### src/rtl/cci_mpf_shim_vtp_svc_reorder.sv
// cci_mpf_shim_vtp_svc_reorder
//
// Client-side front end of the VTP translation service. In-order page
// translation requests from a pipeline shim each get a unique tag. The tag is
// the reorder slot index. Requests go to the service client port. Responses
// from the service may arrive out of order; they are parked in a tag-indexed
// buffer. Translations are handed back to the pipeline strictly in request
// order.
//
// Ports
//   clk, reset_n              clock, asynchronous active-low reset
//   reqEn, reqPageVA, reqRdy  pipeline request (reqEn legal only with reqRdy)
//   svc_lookupEn              service request enable (same cycle as reqEn)
//   svc_lookupReqPageVA/Tag   service request payload {pageVA, tag}
//   svc_lookupRdy             service can accept a request
//   svc_lookupRspValid        service response valid
//   svc_lookupRspPagePA/Tag/IsBigPage  service response payload
//   rspValid, rspPagePA, rspIsBigPage  head-of-order translation
//   rspDeq                    consumer takes the head (legal only with rspValid)
//   numOutstanding            allocated slots (requested, not yet dequeued)
//   errTag                    sticky: response to an unallocated or already-filled slot
//
// N_ENTRIES must be a power of two, at least 2, and no larger than 2**TAG_BITS.
module cci_mpf_shim_vtp_svc_reorder #(
  parameter int N_ENTRIES = 16,
  parameter int TAG_BITS  = 5,
  parameter int VA_BITS   = 36,
  parameter int PA_BITS   = 36
) (
  input  logic                        clk,
  input  logic                        reset_n,

  input  logic                        reqEn,
  input  logic [VA_BITS-1:0]          reqPageVA,
  output logic                        reqRdy,

  output logic                        svc_lookupEn,
  output logic [VA_BITS-1:0]          svc_lookupReqPageVA,
  output logic [TAG_BITS-1:0]         svc_lookupReqTag,
  input  logic                        svc_lookupRdy,
  input  logic                        svc_lookupRspValid,
  input  logic [PA_BITS-1:0]          svc_lookupRspPagePA,
  input  logic [TAG_BITS-1:0]         svc_lookupRspTag,
  input  logic                        svc_lookupRspIsBigPage,

  output logic                        rspValid,
  output logic [PA_BITS-1:0]          rspPagePA,
  output logic                        rspIsBigPage,
  input  logic                        rspDeq,

  output logic [$clog2(N_ENTRIES):0]  numOutstanding,
  output logic                        errTag
);

  localparam int IDX_W = $clog2(N_ENTRIES);
  localparam int CNT_W = IDX_W + 1;
  localparam logic [CNT_W-1:0] FULL_COUNT = CNT_W'(N_ENTRIES);

  logic [IDX_W-1:0]     wr_ptr;
  logic [IDX_W-1:0]     rd_ptr;
  logic [CNT_W-1:0]     count;
  logic [N_ENTRIES-1:0] alloc;
  logic [N_ENTRIES-1:0] filled;
  logic [N_ENTRIES-1:0] alloc_nxt;
  logic [N_ENTRIES-1:0] filled_nxt;
  logic                 err;

  // Translation storage: written only by a legal fill, read at the head.
  logic [PA_BITS-1:0]   pa_mem [N_ENTRIES];
  logic [N_ENTRIES-1:0] big_mem;

  logic [IDX_W-1:0]     rsp_idx;
  logic                 rsp_in_range;
  logic                 fill_ok;
  logic                 fill_err;
  logic                 alloc_en;
  logic                 deq_en;

  // Handshakes, fill legality and head-of-order read.
  always_comb begin
    // reqRdy looks only at registered count, so a dequeue never frees a
    // slot for an allocate in the same cycle.
    reqRdy              = reset_n && (count != FULL_COUNT) && svc_lookupRdy;
    alloc_en            = reqEn && reqRdy;
    svc_lookupEn        = alloc_en;
    svc_lookupReqPageVA = reqPageVA;
    svc_lookupReqTag    = TAG_BITS'(wr_ptr);

    // Tags beyond the slot range can never have been issued.
    rsp_idx      = svc_lookupRspTag[IDX_W-1:0];
    rsp_in_range = ((svc_lookupRspTag >> IDX_W) == '0);
    fill_ok      = svc_lookupRspValid && rsp_in_range &&
                   alloc[rsp_idx] && !filled[rsp_idx];
    fill_err     = svc_lookupRspValid && !fill_ok;

    rspValid     = filled[rd_ptr];
    rspPagePA    = pa_mem[rd_ptr];
    rspIsBigPage = big_mem[rd_ptr];
    deq_en       = rspDeq && filled[rd_ptr];

    numOutstanding = count;
    errTag         = err;
  end

  // Next-state of the per-slot alloc/filled flags. The allocated slot is
  // always free (count < N_ENTRIES), and the dequeued slot is filled, so an
  // allocate, a fill and a dequeue never target the same slot legally.
  always_comb begin
    alloc_nxt  = alloc;
    filled_nxt = filled;
    for (int i = 0; i < N_ENTRIES; i++) begin
      alloc_nxt[i]  = (alloc_en && (wr_ptr == IDX_W'(i))) ? 1'b1 :
                      ((deq_en && (rd_ptr == IDX_W'(i))) ? 1'b0 : alloc[i]);
      filled_nxt[i] = ((alloc_en && (wr_ptr == IDX_W'(i))) ||
                       (deq_en && (rd_ptr == IDX_W'(i)))) ? 1'b0 :
                      ((fill_ok && (rsp_idx == IDX_W'(i))) ? 1'b1 : filled[i]);
    end
  end

  // Control state: pointers, occupancy, slot flags and sticky error.
  always_ff @(posedge clk or negedge reset_n) begin
    if (!reset_n) begin
      wr_ptr <= '0;
      rd_ptr <= '0;
      count  <= '0;
      alloc  <= '0;
      filled <= '0;
      err    <= 1'b0;
    end else begin
      alloc  <= alloc_nxt;
      filled <= filled_nxt;
      if (alloc_en) wr_ptr <= wr_ptr + 1'b1;
      if (deq_en)   rd_ptr <= rd_ptr + 1'b1;
      if (fill_err) err    <= 1'b1;
      case ({alloc_en, deq_en})
        2'b10:   count <= count + 1'b1;
        2'b01:   count <= count - 1'b1;
        default: count <= count;
      endcase
    end
  end

  // Translation payload write; contents are meaningless until filled is set.
  always_ff @(posedge clk) begin
    if (fill_ok) begin
      pa_mem[rsp_idx]  <= svc_lookupRspPagePA;
      big_mem[rsp_idx] <= svc_lookupRspIsBigPage;
    end
  end

endmodule

### config.mk
export PLATFORM = sky130hd
export DESIGN_NAME = cci_mpf_shim_vtp_svc_reorder
export DESIGN_NICKNAME = d
export VERILOG_FILES = /design/src/rtl/cci_mpf_shim_vtp_svc_reorder.sv
export SDC_FILE = /design/constraint.sdc
export NUM_CORES = 1
export LEC_CHECK = 0
export CAP_MARGIN = 20
export CORE_ASPECT_RATIO = 1.75
export CORE_MARGIN = 4
export CORE_UTILIZATION = 43
export DETAILED_ROUTE_END_ITERATION = 12
export SLEW_MARGIN = 20
export SYNTH_ARGS = -nofsm -noshare
export SYNTH_HDL_FRONTEND = slang
export SYNTH_SLANG_ARGS = --single-unit
### constraint.sdc
create_clock -name clk -period 4.4 [get_ports clk]
set_input_delay 0.66 -clock clk [delete_from_list [all_inputs] [get_ports clk]]
set_output_delay 0.66 -clock clk [all_outputs]
set_load 0.05 [all_outputs]
=== After elaboration in Yosys (flattened, before gate mapping) ===
Memories as Yosys holds them, arrays and structs flattened.
Cells that the tools add are included.

* Add/sub/neg operators: 4
* Div/mod/pow operators: 0
* Order comparisons: 3
* Muxes and demuxes: 78
* Equality and inequality tests: 48
* Reduce and logical (&&, ||, !) cells: 112
* Bitwise operators: 0
* Shift operators: 0
* Multipliers: 0

{| class="wikitable"
|+ Operator list
! operator !! count
|-
| $eq 4x4->1 const B || 24
|-
| $mux 1 || 71
|-
| $reduce_bool 2->1 || 33
|-
| $logic_and 1x1->1 || 57
|-
| $eq 4x3->1 const B || 12
|-
| $eq 4x2->1 const B || 6
|-
| $bmux 1 s4 || 4
|-
| $bwmux 16 || 1
|-
| $logic_or 1x1->1 || 16
|-
| $eq 4x1->1 const B || 3
|-
| $logic_not 4->1 || 3
|-
| $lt 4x5->1 const B || 2
|-
| $pmux 5 s2 || 1
|-
| $add 4x1->4 const B || 2
|-
| $add 5x1->5 const B || 1
|-
| $logic_not 5->1 || 1
|-
| $ne 5x5->1 const B || 1
|-
| $sub 5x1->5 const B || 1
|-
| $demux 1 s4 || 1
|-
| $ge 4x1->1 const B || 1
|-
| $eq 2x1->1 const B || 1
|-
| $eq 2x2->1 const B || 1
|-
| $logic_not 1->1 || 2
|}

* RAM bits: 576
* Memory bits (read-only): 0
* Memories: 1
* Bits in registers: 62
* Bits in latches: 0
* Output and inout bits: 87

{| class="wikitable"
|+ Memory list
! name !! words !! bits a word !! rd ports !! clocked after Yosys merged registers in !! write ports !! line !! text
|-
| pa_mem || 16 || 36 || 1 || 0 || 1 || 69 || <nowiki>logic [PA_BITS-1:0] pa_mem [N_ENTRIES];</nowiki>
|}

=== Logic depth before layout (Yosys ltp) ===
Gate-level depths: netlist (run 1).

* Depth in word-level cells: 7
* Gate-level depth with buffers: 13
* Mapped depth without buffers: 11

=== Least setup slack after synthesis (run 1) ===
OpenSTA, ideal clock, no wires.

* Path kind: register -> register
* From: register count[0] (netlist: numOutstanding[0])
* To: register count[4] (netlist: numOutstanding[4])
* Buffers on the path: 1
* Path slack: 0.290 ns
* Data required time: 4.254 ns
* Arrival time: 3.964 ns
* Cell stages (with the launch flop): 13
* Library setup time: 0.146 ns
* Cell sequence: dfrtp_1 nor4_1 a21oi_1 and2_1 clkbuf_1 inv_1 ha_1 fa_1 a21o_1 a21oi_1 xor2_1 nor2_1 xor2_1

* Word-level cells in the longest chain between the ends: 6

{| class="wikitable"
|+ Ends and longest elaborated chain
! element !! line !! text
|-
| start, declared || 61 || <nowiki>logic [CNT_W-1:0] count;</nowiki>
|-
| start signal, assigned || 136 || <nowiki>2'b10: count <= count + 1'b1;</nowiki>
|-
| start signal, assigned || 137 || <nowiki>2'b01: count <= count - 1'b1;</nowiki>
|-
| start signal, assigned || 138 || <nowiki>default: count <= count;</nowiki>
|-
| $ne 5x5->1 * || 83 || <nowiki>reqRdy = reset_n && (count != FULL_COUNT) && svc_lookupRdy;</nowiki>
|-
| $logic_and 1x1->1 * (2 in a row) || 83 ||
|-
| net reqRdy || 35 || <nowiki>output logic reqRdy,</nowiki>
|-
| $logic_and 1x1->1 * || 84 || <nowiki>alloc_en = reqEn && reqRdy;</nowiki>
|-
| net svc_lookupEn || 37 || <nowiki>output logic svc_lookupEn,</nowiki>
|-
| $eq 2x1->1 / $eq 2x2->1 (equally long branches) || 135 || <nowiki>case ({alloc_en, deq_en})</nowiki>
|-
| $pmux 5 s2 / $reduce_bool 2->1 (equally long branches) || - ||
|}

The timed path passes the listed nets; every way through them passes the cells marked *.
A chain may end at the register's enable or synchronous reset.

=== Worst setup path in the final report (run 1) ===
* From: register rd_ptr[1]
* To: output rspPagePA[23]

* Word-level cells in the longest chain between the ends: 1

{| class="wikitable"
|+ Ends and longest elaborated chain
! element !! line !! text
|-
| start, declared || 60 || <nowiki>logic [IDX_W-1:0] rd_ptr;</nowiki>
|-
| start signal, assigned || 133 || <nowiki>if (deq_en) rd_ptr <= rd_ptr + 1'b1;</nowiki>
|-
| $mem_v2 16x36 || - ||
|-
| end, declared || 47 || <nowiki>output logic [PA_BITS-1:0] rspPagePA,</nowiki>
|}

No other way between the ends.

==> impl_metrics.env, run 1 <==
export IMPL_p_switching_mw=5.90
export IMPL_ys_ff_latch=638
export IMPL_fin_ws_ps=128
export IMPL_holdBufCountCts=0
export IMPL_wl_per_cell_um=27.6
export IMPL_insertion_delay_ps=590
export IMPL_vias=11700
export IMPL_grt_pass1_wl_um=84700
export IMPL_antenna_found_initial=3
export IMPL_post_route_min_period_ps=4270
export IMPL_pin_count=171
export IMPL_max_cap_viol_count=0
export IMPL_synth_area_sq_um=25300
export IMPL_place_hpwl_um=32900
export IMPL_clock_skew_ps=9.14
export IMPL_yosys_cell_types_count=51
export IMPL_numCtsBuffers=54
export IMPL_clock_tree_root_cell="clkbuf_16"
export IMPL_ant_nets=0
export IMPL_synth_flop_cell="edfxtp_1"
export IMPL_h_tree_depth=2
export IMPL_cts_sinks=638
export IMPL_grt_max_degree=47
export IMPL_worst_slew_pin_slew_ps=869
export IMPL_dieArea_sq_um=62900
export IMPL_final_setup_tns_ps=0
export IMPL_path_max_fanout=45
export IMPL_crit_path_end_kind="output port"
export IMPL_finalHoldViolCount=0
export IMPL_cp_start_kind="flop"
export IMPL_fmax_ghz=0.234
export IMPL_io_buffers=97
export IMPL_routed_via_density=5.69
export IMPL_critical_path_arrival_ps=3610
export IMPL_drtPass1Iterations=5
export IMPL_yosysMostFrequentCell="edfxtp_1"
export IMPL_synth_largest_area_cell="edfxtp_1"
export IMPL_internal_power_mw=12.4
export IMPL_synth_edf_count=592
export IMPL_crit_required_ps=3740
export IMPL_area_growth_pct=14.9
export IMPL_finalWirelength_um=56700
export IMPL_comb_power_share=0.348
export IMPL_synthArstFlopShare=0.0721
export IMPL_vdd_ir_drop_worst_mv=0.558
export IMPL_crit_type="flop to output port"
export IMPL_rows=117
export IMPL_rsz0062_at_grt="no"
export IMPL_period_share=0.971
export IMPL_drt_iter0_markers=1059
export IMPL_synth_top_area_frac=0.703
export IMPL_gp_congestion=0.854
export IMPL_core_area_sq_um=58300
export IMPL_synth_warnings=0
export IMPL_p_leak_nw=9.30
export IMPL_status="completed"
export IMPL_relSlewSlack=0.421
export IMPL_power_frac_clock=0.258
export IMPL_cts_resized=0
export IMPL_die_x_um=191
export IMPL_clockBufferDepth=3
export IMPL_hp_class="input port to async pin"
export IMPL_final_max_slew_viol_count=0
export IMPL_final_nets=1340
export IMPL_fp_dieH_um=329
export IMPL_synth_commonest_cells="592 x edfxtp_1, 194 x mux4_2, 57 x buf_4"
export IMPL_cts_tree="built"
export IMPL_setup_viol=0
export IMPL_drc_errors=0
export IMPL_swShare=0.323
export IMPL_final_util=0.499
export IMPL_track_usage=0.183
export IMPL_clk_pin_slew_ps=70
export IMPL_p_per_area_nw_per_um2=629
export IMPL_grt_remaining_overflow=0
export IMPL_seq_power_share=0.394
export IMPL_synth_fp_nets=1226
export IMPL_start_util=0.434
export IMPL_drive_gt1_frac=0.280
export IMPL_grt_pass1_vias=12600
export IMPL_postSynthAreaPerCell_sq_um=22.4
export IMPL_post_cts_buffers=0
export IMPL_synthCells=1129
export IMPL_preCtsSetupSlack_ps=710
export IMPL_n_fill_cell=4757
export IMPL_synth_yosys_seq_area_share=0.748
export IMPL_synth_area_top_cells="edfxtp_1 70%, mux4_2 17%, dfrtp_1 4.6%, buf_4 1.7%, ha_1 0.59%"
==> state kept, by name (all words and copies together), names as in the netlist <==
| name | count |
|---|---|
| alloc | 16 |
| wr_ptr | 4 |
| pa_mem | 576 |
| errTag | 1 |
| numOutstanding | 5 |
| rd_ptr | 4 |
| filled | 16 |
| big_mem | 16 |
==> cell type report <==
class	count	area, sq um	area share
Tap cell	773	967	0.0333
Sequential cell	638	18900	0.652
Clock inverter	27	290	0.00999
Clock buffer	66	1440	0.0495
Multi-Input combinational cell	390	5850	0.201
Timing Repair Buffer	150	1540	0.0530
Inverter	9	35.0	0.00121
Antenna cell	2	5.00	0.000172
==> metrics by stage <==
step / instances / instance area, sq um / power (mW) / hold WS, ps
final: 2055 / 29100 / 18.3 / 191
after global routing: 2053 / 29100 / 19.1 / 225
after CTS: 2053 / 29100 / 18.6 / 176
after global placement: 1960 / 27300 / 13.8 / 461
after floorplan: 1129 / 25300 / 12.0 / 364
after detailed placement: 1960 / 27300 / 13.8 / 471
==> logic make-up after synthesis <==
group	count (synthesis)	synth area share
other	1	0.000148
DFF	638	0.748
xor gates and xnor gates	10	0.00346
adders and majority gates	13	0.00673
AOI/OAI and AO/OA	54	0.0182
buffers and inverters	101	0.0250
muxes	210	0.179
and+or+nand+nor	102	0.0186
==> power by group through the flow <==
stage | registers [mW] | logic [mW] | clock network [mW]
floorplan | 7.24 | 4.72 | 0
global placement | 7.33 | 6.48 | 0
detailed placement | 7.34 | 6.50 | 0
CTS | 7.21 | 6.52 | 4.84
global route | 7.24 | 6.74 | 5.09
finish | 7.21 | 6.36 | 4.72
==> path summary, 6_finish.rpt <==
| path | from | endpoint | slack [ps] | depth (start not counted) |
|---|---|---|---|---|
| max in group asynchronous | reset_n | rd_ptr[0]$_DFFE_PN0P_ | 3740 | 2 |
| min in group clk | alloc[15]$_DFFE_PN0P_ | alloc[15]$_DFFE_PN0P_ | 490 | 2 |
| worst min-delay path | reset_n | alloc[15]$_DFFE_PN0P_ | 190 | 2 |
| worst min register to register | alloc[15]$_DFFE_PN0P_ | alloc[15]$_DFFE_PN0P_ | 490 | 2 |
| worst max register to register | rd_ptr[0]$_DFFE_PN0P_ | numOutstanding[4]$_DFFE_PN0P_ | 820 | 11 |
| worst max-delay path | rd_ptr[1]$_DFFE_PN0P_ | rspPagePA[23] | 130 | 5 |
==> per-layer routing <==
metal | up-vias | track usage | wire length (um)
li1 | 4927 | - | -
met1 | 6300 | 0.240 | 22400
met2 | 338 | 0.320 | 30000
met3 | 120 | 0.0261 | 2730
met4 | 2 | 0.0544 | 1590
met5 | - | 0 | 10
==> placed cells by master (no fill, tap or decap), types with 5 or more instances in the layout <==
master,netlist,final
clkbuf_16,0,55
xnor2_1,7,7
nand2_1,37,37
bufinv_16,0,6
mux4_2,194,194
edfxtp_1,592,592
dfrtp_1,46,43
mux2_2,8,8
clkbuf_1,12,9
nand4_1,6,6
clkinv_1,1,11
o211a_1,13,13
buf_12,0,14
inv_1,8,8
clkdlybuf4s50_1,0,96
ha_1,12,12
nor2_1,32,16
nand3_1,9,9
mux2i_1,8,8
o21ai_0,6,6
a22o_1,12,12
clkinv_2,0,5
buf_4,57,39
nor2_4,0,16
==> worst max-delay path: stages, from the launching register on <==
cell and delay, ps:
dfrtp_4 620, buf_12 300, buf_4 410, mux4_2 370
mux4_2 460, clkdlybuf4s50_1 780
Note: power is estimated with default switching activity, not from simulation.
==> run 2: changes to the inputs <==
--- a/config.mk
+++ b/config.mk
@@ -10,6 +10,7 @@
 export CORE_MARGIN = 4
 export CORE_UTILIZATION = 43
 export DETAILED_ROUTE_END_ITERATION = 12
+export RECOVER_POWER = 50
 export SLEW_MARGIN = 20
 export SYNTH_ARGS = -nofsm -noshare
 export SYNTH_HDL_FRONTEND = slang
==> run 2 against run 1 <==
The flow now finishes with violations (max-capacitance violations, max-slew violations). Power unchanged. Final cell count about the same. Via count is 0.80% higher. Count of clock-buffer cells in the layout unchanged. Die area did not move. Sequential cell count did not move. Register-to-register slack about the same. Maximum frequency grew 0.14%. Routed wire length rose by 0.22%. Core utilization about the same. Sequential power about the same. Clock power is essentially flat. Critical path type unchanged. Largest cell class unchanged. Largest power group unchanged.
==> impl_metrics.env, run 2 (synthesis gave the netlist of run 1 again) <==
export IMPL_final_nets=1340
export IMPL_finalHoldViolCount=0
export IMPL_reg2reg_from="rd_ptr[0]$_DFFE_PN0P_"
export IMPL_gp_congestion=0.854
export IMPL_antenna_found_initial=9
export IMPL_design_area_sq_um=29100
export IMPL_reg2regPathDepth=11
export IMPL_status="finished, violations left"
export IMPL_crit_path_end_kind="output port"
export IMPL_violations="max-capacitance violations, max-slew violations"
export IMPL_critical_path_arrival_ps=3610
export IMPL_ant_nets=0
export IMPL_relSlewSlack=-0.732
export IMPL_crit_start="rd_ptr[1]$_DFFE_PN0P_"
export IMPL_multiInputGateArea_sq_um=5850
export IMPL_cp_top_family="buffers and inverters"
export IMPL_largest_reg_flops=576
export IMPL_grt_max_degree=47
export IMPL_cp_start_kind="flop"
export IMPL_cpMostUsedCell="mux4_2"
export IMPL_rsz0062_at_grt="no"
export IMPL_clock_skew_ps=8.46
export IMPL_routed_via_density=5.73
export IMPL_max_cap_viol_count=1
export IMPL_cp_cell_sequence="buf_12 > buf_4 > mux4_2 > mux4_2 > clkdlybuf4s50_1"
export IMPL_post_route_min_period_ps=4270
export IMPL_largest_register="pa_mem"
export IMPL_vdd_ir_drop_worst_mv=0.558
export IMPL_clk_pin_slew_ps=70
export IMPL_fmax_ghz=0.234
export IMPL_drt_iter0_markers=1090
export IMPL_worstHoldEndpoint="alloc[15]$_DFFE_PN0P_"
export IMPL_hp_class="flop to flop"
export IMPL_grt_pass1_vias=12600
export IMPL_pin_count=171
export IMPL_post_cts_buffers=0
export IMPL_min_delay_start="alloc[15]$_DFFE_PN0P_"
export IMPL_hold_depth=2
export IMPL_drtPass1Iterations=5
export IMPL_final_cell_mix="592 x edfxtp_1, 194 x mux4_2, 59 x clkdlybuf4s50_1"
export IMPL_cts_resized=0
export IMPL_drc_errors=0
export IMPL_final_max_slew_viol_count=47
export IMPL_die_x_um=191
export IMPL_dpl_cell_area_sq_um=27300
export IMPL_cts_tree="built"
export IMPL_period_share=0.970
export IMPL_start_util=0.434
export IMPL_track_usage=0.183
export IMPL_grt_pass1_wl_um=84700
export IMPL_rows=117
export IMPL_crit_type="flop to output port"
export IMPL_area_growth_pct=14.9
export IMPL_holdBufCountCts=0
export IMPL_seqCellArea_sq_um=18900
export IMPL_n_fill_cell=4757
export IMPL_p_per_area_nw_per_um2=629
export IMPL_io_buffers=97
export IMPL_final_common_cell="edfxtp_1"
export IMPL_final_setup_tns_ps=0
export IMPL_drive_gt1_frac=0.280
export IMPL_crit_required_ps=3740
export IMPL_crit_slowest_cell="clkdlybuf4s50_1"
export IMPL_wl_per_cell_um=27.6
export IMPL_critPathBufInv=3
export IMPL_worst_slew_pin_slew_ps=2600
export IMPL_clockBufferDepth=3
export IMPL_insertion_delay_ps=590
export IMPL_core_area_sq_um=58300
export IMPL_dieArea_sq_um=62900
export IMPL_p_leak_nw=9.30
export IMPL_fp_dieH_um=329
export IMPL_final_util=0.499
export IMPL_regToRegEndpoint="numOutstanding[4]$_DFFE_PN0P_"
export IMPL_clock_tree_root_cell="clkbuf_16"
export IMPL_place_hpwl_um=32900
export IMPL_finalWirelength_um=56800
export IMPL_vias=11800
export IMPL_h_tree_depth=2
export IMPL_path_max_fanout=45
export IMPL_ff2ff_setup_slack_ps=830
export IMPL_numCtsBuffers=54
export IMPL_setup_viol=0
export IMPL_grt_remaining_overflow=0
export IMPL_slowest_delay_ps=780
export IMPL_cts_sinks=638
run 2: cell count changes in the layout (fill, tap and decap cells not counted):
cell / previous run / this run
dlygate4sd3_1: 0 / 37
and2_0: 0 / 1
clkdlybuf4s50_1: 96 / 59
and2_1: 1 / 0
buf_4: 39 / 38
clkbuf_1: 9 / 10
diode_2: 2 / 4
run 2: worst max-delay path by stage:
| stage | end | slack [ps] | cells past startpoint |
|---|---|---|---|
| detailed placement | rspPagePA[23] | 710 | 5 |
| floorplan | numOutstanding[4]$_DFFE_PN0P_ | 290 | 12 |
| finish | rspPagePA[23] | 130 | 5 |
| global placement | rspPagePA[23] | 730 | 5 |
| CTS | rspPagePA[23] | 60 | 5 |
| global route | rspPagePA[23] | 40 | 5 |
run 2: final cells by class:
cell class	count	area share
Sequential cell	638	0.652
Multi-Input combinational cell	390	0.201
Timing Repair Buffer	150	0.0528
Clock buffer	66	0.0495
Tap cell	773	0.0333
Clock inverter	27	0.00999
Inverter	9	0.00121
Antenna cell	4	0.000344
run 2: per-stage QoR:
step           cells  setup WS [ps]  hold WS, ps  total power, mW
2_1_floorplan   1129            290          364             12.0
6_report        2057            134          487             18.3
3_3_place_gp    1960            728          461             13.8
4_1_cts         2053           57.7          176             18.6
3_5_place_dp    1960            710          471             13.8
5_1_grt         2053           39.0          506             19.1
run 2: metal layers:
layer  vias to the layer above  GRT usage  routed length [um]
met5                         -          0                  21
met4                         4     0.0544                1670
met3                       135     0.0261                2820
met2                       383      0.320               29900
met1                      6329      0.240               22400
li1                       4929          -                   -
run 2: where the power goes:
group          total, mW  switching [mW]  internal (mW)
Combinational       6.36            3.49           2.86
Sequential          7.20           0.351           6.85
Clock               4.72            2.06           2.66
run 2: tightest hold or removal path: stages, from the launching register on:
cell and delay [ps]:
dfrtp_1 340, nand2_1 50, o21ai_0 60
